==> src/rtl/pll_clock_manager.sv <==
// Post-PLL clock manager: lock qualification, system reset sequencing, and phase-aligned divided enables.
// Optional 50% duty divided clocks are built only when CLKGEN_DUTY50_EN is defined.
module pll_clock_manager #(
  parameter int NUM_CH      = 4,
  parameter int DIV_W       = 16,
  parameter int LOCK_CYCLES = 1024,
  parameter int SYNC_STAGES = 2,
  parameter int DEFAULT_DIV = 1,
  localparam int CH_W       = (NUM_CH > 1) ? $clog2(NUM_CH) : 1
) (
  input  logic              clock_in,
  input  logic              resetn,
  input  logic              pll_locked_in,
  input  logic              cfg_wr,
  input  logic [CH_W-1:0]   cfg_ch,
  input  logic [DIV_W-1:0]  cfg_div,
  output logic              cfg_ack,
  output logic              ready,
  output logic              sys_resetn,
  output logic [NUM_CH-1:0] ce_out,
  output logic [NUM_CH-1:0] clk_div_out,
  output logic [7:0]        lock_lost_count
);
  localparam int QW = $clog2(LOCK_CYCLES);
  localparam logic [QW-1:0] QUAL_LAST = QW'(LOCK_CYCLES - 1);

  typedef enum logic [1:0] {WAIT_LOCK, QUALIFY, RUN, LOST} state_t;

  state_t                 state_q, state_d;
  logic [QW-1:0]          qual_q, qual_d;
  logic [7:0]             lost_q, lost_d;
  logic [SYNC_STAGES-1:0] sync_q, sync_d;
  logic                   lock_s, run_q, run_d, ch_ok;
  logic                   ready_q, srst_n_q, ack_q;
  logic [NUM_CH-1:0]      ce_d, ce_q, apply_vec;

  always_comb sync_d = {sync_q[SYNC_STAGES-2:0], pll_locked_in};
  assign lock_s = sync_q[SYNC_STAGES-1];

  always_comb begin
    state_d = state_q;
    qual_d  = qual_q;
    lost_d  = lost_q;
    case (state_q)
      WAIT_LOCK: begin
        qual_d = '0;
        if (lock_s) state_d = QUALIFY;
      end
      QUALIFY: begin
        if (!lock_s) begin
          state_d = WAIT_LOCK;
          qual_d  = '0;
        end else if (qual_q == QUAL_LAST) begin
          state_d = RUN;
          qual_d  = '0;
        end else begin
          qual_d = qual_q + 1'b1;
        end
      end
      RUN: if (!lock_s) state_d = LOST;
      default: begin
        state_d = WAIT_LOCK;
        if (lost_q != 8'hFF) lost_d = lost_q + 8'd1;
      end
    endcase
  end

  assign run_q = (state_q == RUN);
  assign run_d = (state_d == RUN);
  assign ch_ok = ({1'b0, cfg_ch} < (CH_W + 1)'(NUM_CH));

  // Outputs are registered from next-state so they change in the cycle the FSM enters/leaves RUN.
  always_ff @(posedge clock_in or negedge resetn) begin
    if (!resetn) begin
      sync_q   <= '0;
      state_q  <= WAIT_LOCK;
      qual_q   <= '0;
      lost_q   <= '0;
      ready_q  <= 1'b0;
      srst_n_q <= 1'b0;
      ce_q     <= '0;
      ack_q    <= 1'b0;
    end else begin
      sync_q   <= sync_d;
      state_q  <= state_d;
      qual_q   <= qual_d;
      lost_q   <= lost_d;
      ready_q  <= run_d;
      srst_n_q <= run_d;
      ce_q     <= ce_d;
      ack_q    <= |apply_vec;
    end
  end

`ifdef CLKGEN_DUTY50_EN
  logic [NUM_CH-1:0] clk_d, clk_q;
  always_ff @(posedge clock_in or negedge resetn) begin
    if (!resetn) clk_q <= '0;
    else         clk_q <= clk_d;
  end
  assign clk_div_out = clk_q;
`else
  assign clk_div_out = '0;
`endif

  for (genvar gi = 0; gi < NUM_CH; gi++) begin : g_ch
    logic [DIV_W-1:0] div_q, div_d, cnt_q, cnt_d, pend_q, pend_d;
    logic             pend_v_q, pend_v_d, wr_hit, wrap, apply;

    // A pending divider lands at the wrap so the running period is never cut short.
    always_comb begin
      wr_hit   = cfg_wr && ch_ok && (cfg_ch == CH_W'(gi));
      wrap     = (div_q != '0) && (cnt_q == div_q - DIV_W'(1));
      apply    = pend_v_q && (!run_q || (div_q == '0) || wrap);
      div_d    = apply ? pend_q : div_q;
      pend_d   = wr_hit ? cfg_div : pend_q;
      pend_v_d = wr_hit ? 1'b1 : (apply ? 1'b0 : pend_v_q);
      if (!run_d || !run_q || apply || wrap || (div_q == '0)) cnt_d = '0;
      else                                                     cnt_d = cnt_q + DIV_W'(1);
    end

    assign apply_vec[gi] = apply;
    assign ce_d[gi]      = run_d && (cnt_d == '0) && (div_d != '0);

`ifdef CLKGEN_DUTY50_EN
    logic [DIV_W:0] half;
    assign half      = ({1'b0, div_d} + (DIV_W + 1)'(1)) >> 1;
    assign clk_d[gi] = run_d && (div_d != '0) && ({1'b0, cnt_d} < half);
`endif

    always_ff @(posedge clock_in or negedge resetn) begin
      if (!resetn) begin
        div_q    <= DIV_W'(DEFAULT_DIV);
        cnt_q    <= '0;
        pend_q   <= '0;
        pend_v_q <= 1'b0;
      end else begin
        div_q    <= div_d;
        cnt_q    <= cnt_d;
        pend_q   <= pend_d;
        pend_v_q <= pend_v_d;
      end
    end
  end

  assign cfg_ack         = ack_q;
  assign ready           = ready_q;
  assign sys_resetn      = srst_n_q;
  assign ce_out          = ce_q;
  assign lock_lost_count = lost_q;
endmodule

==> config.mk <==
export PLATFORM = sky130hd
export DESIGN_NAME = pll_clock_manager
export DESIGN_NICKNAME = d
export VERILOG_FILES = /design/src/rtl/pll_clock_manager.sv
export SDC_FILE = /design/constraint.sdc
export NUM_CORES = 1
export LEC_CHECK = 0
export ABC_AREA = 1
export ABC_CLOCK_PERIOD_IN_PS = 3900
export CORE_MARGIN = 4
export CORE_UTILIZATION = 29
export CTS_CLUSTER_SIZE = 24
export DETAILED_ROUTE_END_ITERATION = 8
export GPL_ROUTABILITY_DRIVEN = 1
export GPL_TIMING_DRIVEN = 0
export PLACE_DENSITY = 0.42
export SLEW_MARGIN = 20
export SYNTH_ARGS = -nofsm -noshare
export SYNTH_HDL_FRONTEND = slang
export SYNTH_SLANG_ARGS = --single-unit
==> constraint.sdc <==
create_clock -name clock_in -period 3.9 [get_ports clock_in]
set_clock_uncertainty 0.2 [all_clocks]
set_input_delay 0.39 -clock clock_in [delete_from_list [all_inputs] [get_ports clock_in]]
set_output_delay 0.39 -clock clock_in [all_outputs]
set_load 0.005 [all_outputs]
# --- Yosys cells after proc, flatten, opt, wreduce, memory -nomap -nowiden ---
# Index checks and enable logic that the tools add are counted.
classes:
  mux: 24
  eq_ne: 12
  bitwise: 1
  reduce_logical: 69
  addsub: 10
op_table:
  columns: ["cell", "count"]
  rows:
  - ["logical NOT 16 bit", 8]
  - ["2-to-1 mux 16 bit", 8]
  - ["nonzero test 16 bit", 8]
  - ["adder 16 x 1 -> 16 bit (second input constant)", 4]
  - ["== test 16 bit", 4]
  - ["subtractor 16 x 1 -> 16 bit (second input constant)", 4]
  - ["logical OR 1 bit", 21]
  - ["logical AND 1 bit", 20]
  - ["2-to-1 mux 10 bit", 2]
  - ["case mux 10 bit (2 select lines)", 1]
  - ["adder 10 x 1 -> 10 bit (second input constant)", 1]
  - ["== test 10 bit (second input constant)", 1]
  - ["nonzero test 2 bit", 5]
  - ["adder 8 x 1 -> 8 bit (second input constant)", 1]
  - ["== test 2 bit (second input constant)", 4]
  - ["2-to-1 mux 1 bit", 8]
  - ["2-to-1 mux 2 bit", 4]
  - ["!= test 8 bit (second input constant)", 1]
  - ["case mux 2 bit (3 select lines)", 1]
  - ["== test 2 x 1 -> 1 bit (second input constant)", 2]
  - ["logical NOT 2 bit", 2]
  - ["OR reduction 4 bit", 1]
  - ["OR reduction 3 bit", 1]
  - ["logical NOT 1 bit", 2]
  - ["2 further kinds", 2]
word_totals:
  ff_bits: 224
  inputBits: 22
  elab_cells: 139
  output_inout_bits: 19

# --- Depth between registers and ports, before layout ---
# Gate-level depths: netlist of run 1.
logic_depth:
  word_depth: 14
  ltp_mapped: 22
  depth_no_buf: 21

# --- Least setup slack after synthesis of run 1 ---
# OpenSTA, ideal clock, no wires.
synth_path:
  kind: "flip-flop to flip-flop"
  startpoint: "register g_ch[3].div_q[0]"
  endpoint: "register ce_q[3], in the netlist ce_out[3]"
  slack_ns: 1.291
  synth_period_minus_slack_ns: 2.609
  path_buffers: 1
  t_required_ns: 3.585
  arrival_ns: 2.294
  path_stages_with_launch: 22
  setup_time_ns: 0.115
  cell_sequence: "dfstp_2 -> inv_2 -> ha_1 -> nand2_1 -> inv_1 -> nor2_1 -> nand3_1 -> nor2_1 -> nand2_1 -> nor2_1 -> nand2_1 -> nor2_1 -> nand3_1 -> nand2_2 -> nand2_2 -> buf_6 -> o21ai_0 -> nand2_1 -> nor2_1 -> nand2_1 -> nor2_1 -> nor2_1"
synth_via:
  elab_chain_cells: 12
  elab_cells_between_ends: 17
  cone_classes: "add/sub (1); eq/ne (1); mux (2); reduce/logical (13)"
synth_lines:
  columns: ["element", "line_no", "text"]
  rows:
  - ["from (decl)", "107", "logic [DIV_W-1:0] div_q, div_d, cnt_q, cnt_d, pend_q, pend_d;"]
  - ["from (signal assigned)", "133", "div_q <= DIV_W'(DEFAULT_DIV);"]
  - ["from (signal assigned)", "138", "div_q <= div_d;"]
  - ["subtractor 16 x 1 -> 16 bit", "113", "wrap = (div_q != '0) && (cnt_q == div_q - DIV_W'(1));"]
  - ["== test 16 bit", "113", null]
  - ["logical AND 1 bit", "113", null]
  - ["logical OR 1 bit", "114", "apply = pend_v_q && (!run_q || (div_q == '0) || wrap);"]
  - ["logical AND 1 bit", "114", null]
  - ["logical OR 1 bit (3 in series)", "118", "if (!run_d || !run_q || apply || wrap || (div_q == '0)) cnt_d = '0;"]
  - ["2-to-1 mux 16 bit", "118", null]
  - ["logical NOT 16 bit", "123", "assign ce_d[gi] = run_d && (cnt_d == '0) && (div_d != '0);"]
  - ["logical AND 1 bit", "123", null]
  - ["logical AND 1 bit *", "123", null]
  - ["net ce_d[3]", "35", "logic [NUM_CH-1:0] ce_d, ce_q, apply_vec;"]
  - ["to (signal assigned)", "81", "ce_q <= '0;"]
  - ["to (signal assigned)", "90", "ce_q <= ce_d;"]
  - ["to (decl)", "35", null]
# Mark *: on every way through the listed nets, which the timed path passes. The rest lies on a longest branch.
# A chain may end at the register's enable or synchronous reset.

# --- Worst setup path after layout of run 1 ---
layout_path:
  startpoint: "register g_ch[1].div_q[0]"
  endpoint: "register ce_q[1], in the netlist ce_out[1]"
layout_via:
  elab_chain_cells: 12
  elab_cells_between_ends: 17
  cone_classes: "add/sub (1); eq/ne (1); mux (2); reduce/logical (13)"
layout_lines:
  columns: ["element", "line_no"]
  rows:
  - ["from (decl)", "107"]
  - ["from (signal assigned)", "133"]
  - ["from (signal assigned)", "138"]
  - ["subtractor 16 x 1 -> 16 bit", "113"]
  - ["== test 16 bit", "113"]
  - ["logical AND 1 bit", "113"]
  - ["logical OR 1 bit", "114"]
  - ["logical AND 1 bit", "114"]
  - ["logical OR 1 bit (3 in series)", "118"]
  - ["2-to-1 mux 16 bit", "118"]
  - ["logical NOT 16 bit", "123"]
  - ["logical AND 1 bit", "123"]
  - ["logical AND 1 bit *", "123"]
  - ["net ce_d[1]", "35"]
# Marked as above.

==> results of run 1 <==
==> cells in the mapped netlist (2+ instances only) <==
| master | n | share of area [%] |
|---|---|---|
| nand4_1 | 16 | 0.76 |
| o21ai_0 | 106 | 4.0 |
| nor4_1 | 7 | 0.33 |
| o21bai_1 | 2 | 0.11 |
| o32ai_1 | 2 | 0.13 |
| buf_6 | 5 | 0.43 |
| clkbuf_1 | 20 | 0.57 |
| dfstp_2 | 4 | 0.80 |
| nor2_1 | 234 | 6.7 |
| o21ai_1 | 7 | 0.27 |
| nor2_4 | 4 | 0.34 |
| nand3_2 | 3 | 0.23 |
| inv_1 | 332 | 9.5 |
| nand3_1 | 99 | 3.8 |
| nor2_2 | 9 | 0.43 |
| xnor2_1 | 26 | 1.7 |
| buf_4 | 8 | 0.46 |
| dfrtp_1 | 220 | 42 |
| o41ai_1 | 2 | 0.13 |
| or2_2 | 3 | 0.14 |
| buf_2 | 4 | 0.15 |
| o22ai_1 | 4 | 0.19 |
| nand3b_1 | 64 | 3.7 |
| nand2_1 | 548 | 16 |
| nand2_2 | 5 | 0.24 |
| nand2_4 | 4 | 0.34 |
| a21oi_1 | 14 | 0.53 |
| clkinv_1 | 2 | 0.057 |
| xor2_1 | 54 | 3.6 |
| nor3_1 | 21 | 0.80 |
| ha_1 | 13 | 1.2 |
| inv_2 | 5 | 0.14 |
==> power by group through the flow <==
stage / clock (mW) / combinational [mW] / sequential (mW)
2_1_floorplan: 0 / 0.815 / 2.76
3_3_place_gp: 0 / 1.09 / 2.84
5_1_grt: 2.89 / 1.29 / 2.83
3_5_place_dp: 0 / 1.10 / 2.84
6_report: 2.68 / 1.09 / 2.80
4_1_cts: 2.79 / 1.11 / 2.80
==> layout make-up <==
cell class              instances  area (µm²)  area share (%)
plain buffers                  37         211            1.38
flip-flops and latches        224        5610            36.7
clock buffers                  38         800            5.24
multi-input cells            1259        6050            39.6
repair buffers                 39         430            2.82
well taps                     592         741            4.85
clock inverters                14         153            1.00
diodes                          1        2.50          0.0164
inverters                     339        1270            8.33
==> cells by family (layout without fill, tap and decap cells) <==
| kind of cell | count (synthesis) | count (layout) |
|---|---|---|
| simple gates | 1020 | 1020 |
| xor+xnor | 80 | 80 |
| fa+ha+maj | 13 | 13 |
| flops | 224 | 224 |
| compound gates | 140 | 140 |
| mux | 2 | 2 |
| other cells | 1 | 5 |
| buf+inv | 376 | 467 |
==> flip-flops by register name, indices dropped and copies added, names as in the netlist, 4 cells and up <==
name,count
qual_q,10
g_ch.pend_q,64
g_ch.cnt_q,64
g_ch.pend_v_q,4
ce_out,4
g_ch.div_q,64
lock_lost_count,8
==> per-layer routing <==
layer | GRT usage, % | vias to the layer above | wire, µm
met4 | 3.12 | 0 | 555
li1 | - | 5808 | -
met1 | 22.1 | 5197 | 18900
met5 | 0 | - | 0
met2 | 23.0 | 146 | 15800
met3 | 1.93 | 40 | 1170
==> worst paths after layout <==
kind                                       start          endpoint  slack [ns]  cells past startpoint
worst max-delay path            g_ch[1].div_q[0]         ce_out[1]        0.57                     20
worst min-delay path               pll_locked_in         sync_q[0]        0.09                      1
worst max register to register  g_ch[1].div_q[0]         ce_out[1]        0.57                     20
worst min register to register         sync_q[0]         sync_q[1]        0.14                      0
max in group asynchronous                 resetn  g_ch[2].div_q[0]        2.49                      3
min in group asynchronous                 resetn  g_ch[1].cnt_q[3]        0.17                      2
==> worst reg2reg max path: cells and delay by family (launching register included) <==
family                   cells  cell delay (ns)
AND/OR/NAND/NOR             15             1.56
flip-flops                   1             0.55
buffers and inverters        3             0.30
AO/OA/AOI/OAI                1             0.30
adder cells (fa/ha/maj)      1             0.29
==> through the flow <==
| stage | setup WS [ns] | cells | hold slack [ns] | util [%] | TNS (ns) |
|---|---|---|---|---|---|
| 2_1_floorplan | 1.29 | 1859 | -0.106 | - | 0 |
| 3_3_place_gp | -8.38 | 2487 | 0.144 | 32.0 | -1855.65 |
| 3_5_place_dp | 0.562 | 2489 | 0.140 | 32.1 | 0 |
| 4_1_cts | 0.548 | 2542 | 0.0619 | 34.3 | 0 |
| 5_1_grt | 0.297 | 2542 | 0.0835 | 34.3 | 0 |
| 6_report | 0.574 | 2543 | 0.0939 | 34.3 | 0 |
==> what timing repair did <==
action,CTS,global route
gates resized for setup,0,0
hold buffers,1,0
hold endpoints to repair,60,0
setup endpoints to repair,0,0
setup buffers,0,0
==> impl_metrics.json, run 1 <==
{
  "status": "finished clean",
  "grt_use_total_pct": 14.8,
  "crit_chain": "inv_2 -> ha_1 -> inv_1 -> nand2_1 -> nand2_1 -> nor2_1 -> nand3_1 -> nor2_1 -> nand2_1 -> nor2_1 -> nand3_1 -> o21bai_4 -> buf_6 -> nand3b_1 -> nand2_1 -> nand2_1 -> nor2_1 -> nand2_1 -> nor2_1 -> nor2_1",
  "power_mw": 6.56,
  "synth-simple-area-share_pct": 33.6,
  "synth_mux_area_share_pct": 0.162,
  "final_cell_mix": "nand2_1, inv_1, nor2_1, dfrtp_1, o21ai_0",
  "clock_power_share_pct": 40.9,
  "critPathCaptureType": "register",
  "synth_async_sr_flop_share_pct": 100,
  "critical_path_class": "register to register",
  "synth_compound_area_share_pct": 5.66,
  "internal_power_mw": 4.61,
  "clk_pin_slew_worst_paths_ns": 0.06,
  "required_ns": 4.14,
  "dpl_cell_area_um2": 14300,
  "slew_violations": 0,
  "cap_violations": 0,
  "numCtsBuffers": 28,
  "synth_xor_xnor_area_share_pct": 5.34,
  "yosysWarningCount": 0,
  "ys_seq_elements": 224,
  "startpoint_type": "register",
  "clk_path_buf_depth": 3,
  "slowest_delay_ns": 0.55,
  "synth_edf_count": 0,
  "num_vias": 11200,
  "row_count": 77,
  "cp.arrival_ns": 3.56,
  "power_density_nw_per_um2": 430,
  "nets": 1963,
  "cts.htree.levels": 1,
  "rsz0062_at_grt": "no",
  "grt_overflow": 0,
  "p_seq_share_pct": 42.6,
  "routed_wl_um": 36400,
  "fmax_mhz": 301,
  "grt_max_degree": 83,
  "clock_latency_ns": 0.56,
  "finalCriticalPeriod_ns": 3.33,
  "peakVddDrop_v": 0.000341,
  "relSlewSlack_pct": 60.7,
  "dp_hpwl_um": 27600,
  "die_area_um2": 48800,
  "hp-class": "input pin to register",
  "fin_crit_sh_pct": 85.3,
  "die_w_um": 221,
  "fin_area_um2": 15300,
  "coreArea_um2": 44500,
  "grt_pass1_vias": 11000,
  "pwr-share-comb_pct": 16.5,
  "synth_top_family_by_area": "simple AND/OR/NAND/NOR gates",
  "dieHeight_um": 221,
  "initial_core_util_pct": 29.5,
  "ys_types": 41,
  "drive_gt1_share_pct": 5.44,
  "path_max_fanout": 10,
  "route.detailed.drc": 0,
  "synth_area_um2": 13100,
  "io_buffers": 36,
  "antenna_found_initial": 1,
  "cp_num_buf_inv": 3,
  "routed_via_density": 4.40,
  "root_buffer": "clkbuf_16",
  "ys_seq_area_share_pct": 42.7,
  "setup_viol_count_final": 0,
  "cp_slowest_cell": "dfstp_2",
  "hold_violations": 0,
  "fillers": 4851,
  "crit_family": "simple AND/OR/NAND/NOR gates",
  "grt_pass1_wl_um": 59800,
  "cts_tree": "built",
  "area_delta_synth_final_pct": 16.3,
  "synth_cells": 1856,
  "avgRoutedWirePerCell_um": 14.3,
  "ys.flop_type": "dfrtp_1",
  "place.gp.congestion": 0.817,
  "cts_sinks": 224,
  "mostFrequentLayoutCell": "nand2_1",
  "drt_iter0_markers": 673,
  "tightest_slew_ns": 0.585,
  "swShare_pct": 29.8,
  "postSynthAreaPerCell_um2": 7.08,
  "p_leak_nw": 7.79,
  "ant_nets": 0,
  "synth_fa_ha_area_share_pct": 1.24,
  "p_switching_mw": 1.95,
  "ioPinCount": 41,
  "drt_first_pass_iters": 5
}
No activity file was read; power rests on OpenSTA's default activity.
==> run 2, diff against run 1 <==
--- a/config.mk
+++ b/config.mk
@@ -13,7 +13,7 @@
 export DETAILED_ROUTE_END_ITERATION = 8
 export GPL_ROUTABILITY_DRIVEN = 1
 export GPL_TIMING_DRIVEN = 0
-export PLACE_DENSITY = 0.42
+export PLACE_DENSITY = 0.4
 export SLEW_MARGIN = 20
 export SYNTH_ARGS = -nofsm -noshare
 export SYNTH_HDL_FRONTEND = slang
==> run 2 against run 1 <==
Effect of this change: clock-buffer cell count increased by 5; non-clock buffer count stayed put; via count grew 0.46%; sequential cell count unchanged; wire length up 1.8%; cell count about the same; fmax is 1.4% higher; die area unchanged; utilization hardly changed; power up 0.23%; critical endpoint unchanged; largest power group unchanged.
==> impl_metrics.json, run 2 (synthesis results as in run 1) <==
{
  "rsz0062_at_grt": "no",
  "numCtsBuffers": 29,
  "fin_crit_sh_pct": 84.1,
  "grt_overflow": 0,
  "grt_use_total_pct": 15.2,
  "drt_iter0_markers": 567,
  "startpoint": "g_ch[1].div_q[0]",
  "place.gp.congestion": 0.787,
  "ioPinCount": 41,
  "cts_resized": 0,
  "path_max_fanout": 10,
  "setup_viol_count_final": 0,
  "critPathCaptureType": "register",
  "clk_path_buf_depth": 3,
  "row_count": 77,
  "grt_pass1_wl_um": 61100,
  "required_ns": 4.16,
  "route.detailed.drc": 0,
  "mostFrequentLayoutCell": "nand2_1",
  "reg2reg_to": "ce_out[1]",
  "cts.htree.levels": 1,
  "power_density_nw_per_um2": 431,
  "fillers": 4881,
  "finalCriticalPeriod_ns": 3.28,
  "fin_area_um2": 15300,
  "hp-class": "input pin to register",
  "cap_violations": 0,
  "fmax_mhz": 305,
  "status": "finished clean",
  "grt_pass1_vias": 11200,
  "dieHeight_um": 221,
  "die_area_um2": 48800,
  "dpl_worst_slack_ns": 0.569,
  "dpl_cell_area_um2": 14300,
  "startpoint_type": "register",
  "die_w_um": 221,
  "cp.arrival_ns": 3.54,
  "timing.rr.start": "g_ch[1].div_q[0]",
  "antennaDiodeCount": 0,
  "grt_max_degree": 87,
  "io_buffers": 36,
  "avgRoutedWirePerCell_um": 14.6,
  "dp_hpwl_um": 28000,
  "p_leak_nw": 7.79,
  "cts_sinks": 224,
  "hold_violations": 0,
  "clock_latency_ns": 0.58,
  "area_delta_synth_final_pct": 16.2,
  "top_regs": "g_ch.cnt_q x64, g_ch.div_q x64, g_ch.pend_q x64",
  "routed_wl_um": 37100,
  "num_vias": 11200,
  "rrSetupSlack_ns": 0.62,
  "slew_violations": 0,
  "nets": 1964,
  "relSlewSlack_pct": 53.8,
  "root_buffer": "clkbuf_16",
  "clk_pin_slew_worst_paths_ns": 0.06,
  "tightest_slew_ns": 0.694,
  "min-delay-start": "pll_locked_in",
  "rr_worst_depth": 20,
  "initial_core_util_pct": 29.5,
  "final_cell_mix": "nand2_1, inv_1, nor2_1, dfrtp_1, o21ai_0",
  "worst_slack_ns": 0.621,
  "drive_gt1_share_pct": 5.33,
  "coreArea_um2": 44500,
  "critical_path_class": "register to register",
  "hold_end": "sync_q[0]",
  "peakVddDrop_v": 0.000305,
  "cts_tree": "built",
  "hold_depth": 1,
  "ant_nets": 0,
  "antenna_found_initial": 2,
  "drt_first_pass_iters": 7,
  "routed_via_density": 4.42
}
## run 2: cell count changes in the layout (fill, tap and decap cells not counted), sizes merged
cell	before	now
clkinvlp	3	1
clkbuf	58	63
bufinv	3	2
clkinv	10	9
inv	337	338
diode	1	0
## run 2: per-layer routing
layer / wire length, µm / vias to the layer above / track usage (%)
met5: 0 / - / 0
met3: 1160 / 33 / 2.01
li1: - / 5832 / -
met4: 646 / 0 / 2.60
met1: 19300 / 5249 / 22.8
met2: 16000 / 129 / 23.7
## run 2: worst max-delay path by stage
stage	endpoint	slack, ns	cells after the start
2_1_floorplan	ce_out[3]	1.29	21
5_1_grt	ce_out[1]	0.24	20
3_3_place_gp	g_ch[3].cnt_q[10]	-8.46	1
3_5_place_dp	ce_out[1]	0.57	20
6_report	ce_out[1]	0.62	20
4_1_cts	ce_out[1]	0.54	20
## run 2: layout make-up
class | instances | area [µm²] | area share (%)
well taps | 592 | 741 | 4.85
clock buffers | 43 | 828 | 5.43
multi-input cells | 1259 | 6050 | 39.6
repair buffers | 39 | 430 | 2.82
flip-flops and latches | 224 | 5610 | 36.8
clock inverters | 11 | 123 | 0.803
plain buffers | 37 | 211 | 1.39
inverters | 339 | 1270 | 8.34
## run 2: stage by stage
stage          power, mW  hold WS [ns]  util, %  std cells  setup TNS [ns]
6_report            6.58        0.0597     34.3       2544               0
5_1_grt             7.02        0.0459     34.3       2544               0
4_1_cts             6.72        0.0241     34.3       2544               0
3_5_place_dp        3.95         0.140     32.1       2489               0
3_3_place_gp        3.94         0.139     32.0       2487        -1875.49
2_1_floorplan       3.57        -0.106        -       1859               0
## run 2: timing repair
| action | 4_1_cts | 5_1_grt |
|---|---|---|
| buffers inserted | 0 | 0 |
| hold buffers | 1 | 0 |
| setup endpoints to repair | 0 | 0 |
| endpoints found under the hold margin | 76 | 0 |
## run 2: critical path, stage by stage (launching register included)
cell      delay (ns)
dfstp_2         0.55
inv_2           0.06
ha_1            0.30
inv_1           0.04
nand2_1         0.05
nand2_1         0.04
nor2_1          0.10
nand3_1         0.08
nor2_1          0.17
nand2_1         0.08
nor2_1          0.15
nand3_1         0.14
o21bai_4        0.29
buf_6           0.19
nand3b_1        0.10
nand2_1         0.12
nand2_1         0.05
nor2_1          0.12
nand2_1         0.09
nor2_1          0.17
nor2_1          0.07
## run 2: report_power, final
group          total, mW  switching (mW)  internal (mW)  leakage, nW
clock network       2.69            1.09           1.60        0.470
logic               1.09           0.682          0.410         4.46
registers           2.80           0.226           2.57         2.86
==> run 3, diff against run 2 <==
--- a/config.mk
+++ b/config.mk
@@ -6,7 +6,7 @@
 export NUM_CORES = 1
 export LEC_CHECK = 0
 export ABC_AREA = 1
-export ABC_CLOCK_PERIOD_IN_PS = 3900
+export ABC_CLOCK_PERIOD_IN_PS = 3040
 export CORE_MARGIN = 4
 export CORE_UTILIZATION = 29
 export CTS_CLUSTER_SIZE = 24
==> constraint.sdc (replaced) <==
create_clock -name clock_in -period 3.04 [get_ports clock_in]
set_clock_uncertainty 0.2 [all_clocks]
set_input_delay 0.304 -clock clock_in [delete_from_list [all_inputs] [get_ports clock_in]]
set_output_delay 0.304 -clock clock_in [all_outputs]
set_load 0.005 [all_outputs]
==> run 3 against run 2 <==
Effect of this change: critical path depth up 2; critical endpoint unchanged; clock-buffer cell count stayed put; die area unchanged; power up 31%.
==> impl_metrics.json, run 3 (synthesis results as in run 1) <==
{
  "status": "finished clean",
  "drt_first_pass_iters": 6,
  "hp-class": "input pin to asynchronous set/reset pin",
  "root_buffer": "clkbuf_16",
  "startpoint": "g_ch[1].div_q[0]",
  "path_max_fanout": 5,
  "grt_overflow": 0,
  "peakVddDrop_v": 0.000391,
  "clk_path_buf_depth": 3,
  "num_vias": 11500,
  "power_mw": 8.63,
  "place.gp.congestion": 0.787,
  "rrSetupSlack_ns": 0.04,
  "multi_input_area_um2": 6390,
  "grt_use_total_pct": 15.4,
  "cp.arrival_ns": 3.27,
  "coreArea_um2": 44500,
  "drive_gt1_share_pct": 10.8,
  "avgRoutedWirePerCell_um": 14.7,
  "area_delta_synth_final_pct": 22.3,
  "power_density_nw_per_um2": 537,
  "clk_pin_slew_worst_paths_ns": 0.06,
  "tightest_slew_ns": 0.694,
  "drt_iter0_markers": 618,
  "clock_latency_ns": 0.58,
  "p_leak_nw": 8.06,
  "critical_path_class": "register to register",
  "cts_tree": "built",
  "numCtsBuffers": 29,
  "finalCriticalPeriod_ns": 3.00,
  "timing.rr.start": "g_ch[1].div_q[0]",
  "rsz0062_at_grt": "yes",
  "critPathCaptureType": "register",
  "cts.htree.levels": 1,
  "relSlewSlack_pct": 53.7,
  "antennaDiodeCount": 0,
  "antenna_found_initial": 2,
  "required_ns": 3.31,
  "cts_sinks": 224,
  "top_regs": "g_ch.cnt_q x64, g_ch.div_q x64, g_ch.pend_q x64",
  "initial_core_util_pct": 29.5,
  "startpoint_type": "register",
  "dieHeight_um": 221,
  "fin_area_um2": 16100,
  "route.detailed.drc": 0,
  "ant_nets": 0,
  "tns_ns": 0,
  "cap_violations": 0,
  "grt_pass1_vias": 11300,
  "ioPinCount": 41,
  "fillers": 4825,
  "mostFrequentLayoutCell": "nand2_1",
  "hold_violations": 0,
  "dp_hpwl_um": 28000,
  "setup_viol_count_final": 0,
  "row_count": 77,
  "nets": 2006,
  "fin_crit_sh_pct": 98.8,
  "routed_wl_um": 38000,
  "fin_util_pct": 36.1,
  "final_cell_mix": "nand2_1, inv_1, dfrtp_1, nor2_1, o21ai_0",
  "die_area_um2": 48800,
  "io_buffers": 36,
  "grt_pass1_wl_um": 61900,
  "seqCellArea_um2": 5610,
  "grt_max_degree": 87,
  "die_w_um": 221,
  "dpl_cell_area_um2": 14300,
  "fmax_mhz": 333,
  "routed_via_density": 4.44,
  "slew_violations": 0
}
[run 3: cell types whose count changed in the layout (fill, tap and decap cells not counted), sizes merged]
cell and delta:
dlygate4sd3 +1, buf +40, clkbuf +1
[run 3: final timing paths]
check,to,depth (start not counted)
setup / recovery,ce_out[1],22
hold / removal,g_ch[1].cnt_q[4],2
max in group asynchronous,g_ch[2].cnt_q[15],3
min in group clock_in,sync_q[1],0
setup reg to reg,ce_out[1],22
hold reg to reg,sync_q[1],0
[run 3: critical path, stage by stage, from the launching register on]
cell and delay (ns):
dfstp_2 0.56, inv_4 0.05, ha_4 0.26, inv_2 0.03, nand2_2 0.04, nand2_2 0.06
nor2_4 0.09, nand3_2 0.08, nor2_4 0.13, nand2_2 0.07, nor2_4 0.10, nand3_2 0.09
o21bai_4 0.20, buf_6 0.14, buf_6 0.11, buf_6 0.09, nand3b_1 0.07, nand2_1 0.10
nand2_1 0.06, nor2_1 0.09, nand2_1 0.09, nor2_4 0.11, nor2_2 0.04
[run 3: per-layer routing]
layer / up-vias / global-route usage [%] / wire length (µm)
met5: - / 0 / 0
met4: 0 / 2.60 / 652
met3: 33 / 2.01 / 1170
met2: 129 / 24.0 / 16600
met1: 5413 / 23.2 / 19700
li1: 5907 / - / -
[run 3: power breakdown]
part	switching (mW)	internal (mW)	total [mW]
logic	0.955	0.620	1.57
registers	0.298	3.30	3.60
clock network	1.40	2.05	3.46
[run 3: layout make-up]
type                            instances  share of cell area (%)
Sequential cell                       224                    34.9
Multi-Input combinational cell       1259                    39.8
Inverter                              339                    7.99
Buffer                                 37                    1.54
Timing Repair Buffer                   81                    5.22
Clock inverter                         11                   0.764
Tap cell                              592                    4.61
Clock buffer                           43                    5.16
[run 3: what timing repair did]
item                                   CTS  global route
setup endpoints to repair               23            26
resized for setup                       53            68
cloned                                   3             2
pin swaps                               35            49
setup buffers                           27             9
hold buffers                             2             0
endpoints found under the hold margin   79             0
[run 3: metrics by stage]
stage	hold WS, ns	worst slack (ns)	cells
4_1_cts	0.120	-0.148	2575
2_1_floorplan	-0.192	0.431	1859
3_5_place_dp	0.140	-0.291	2489
3_3_place_gp	0.139	-9.23	2487
5_1_grt	0.160	-0.179	2586
6_report	0.109	0.0355	2586
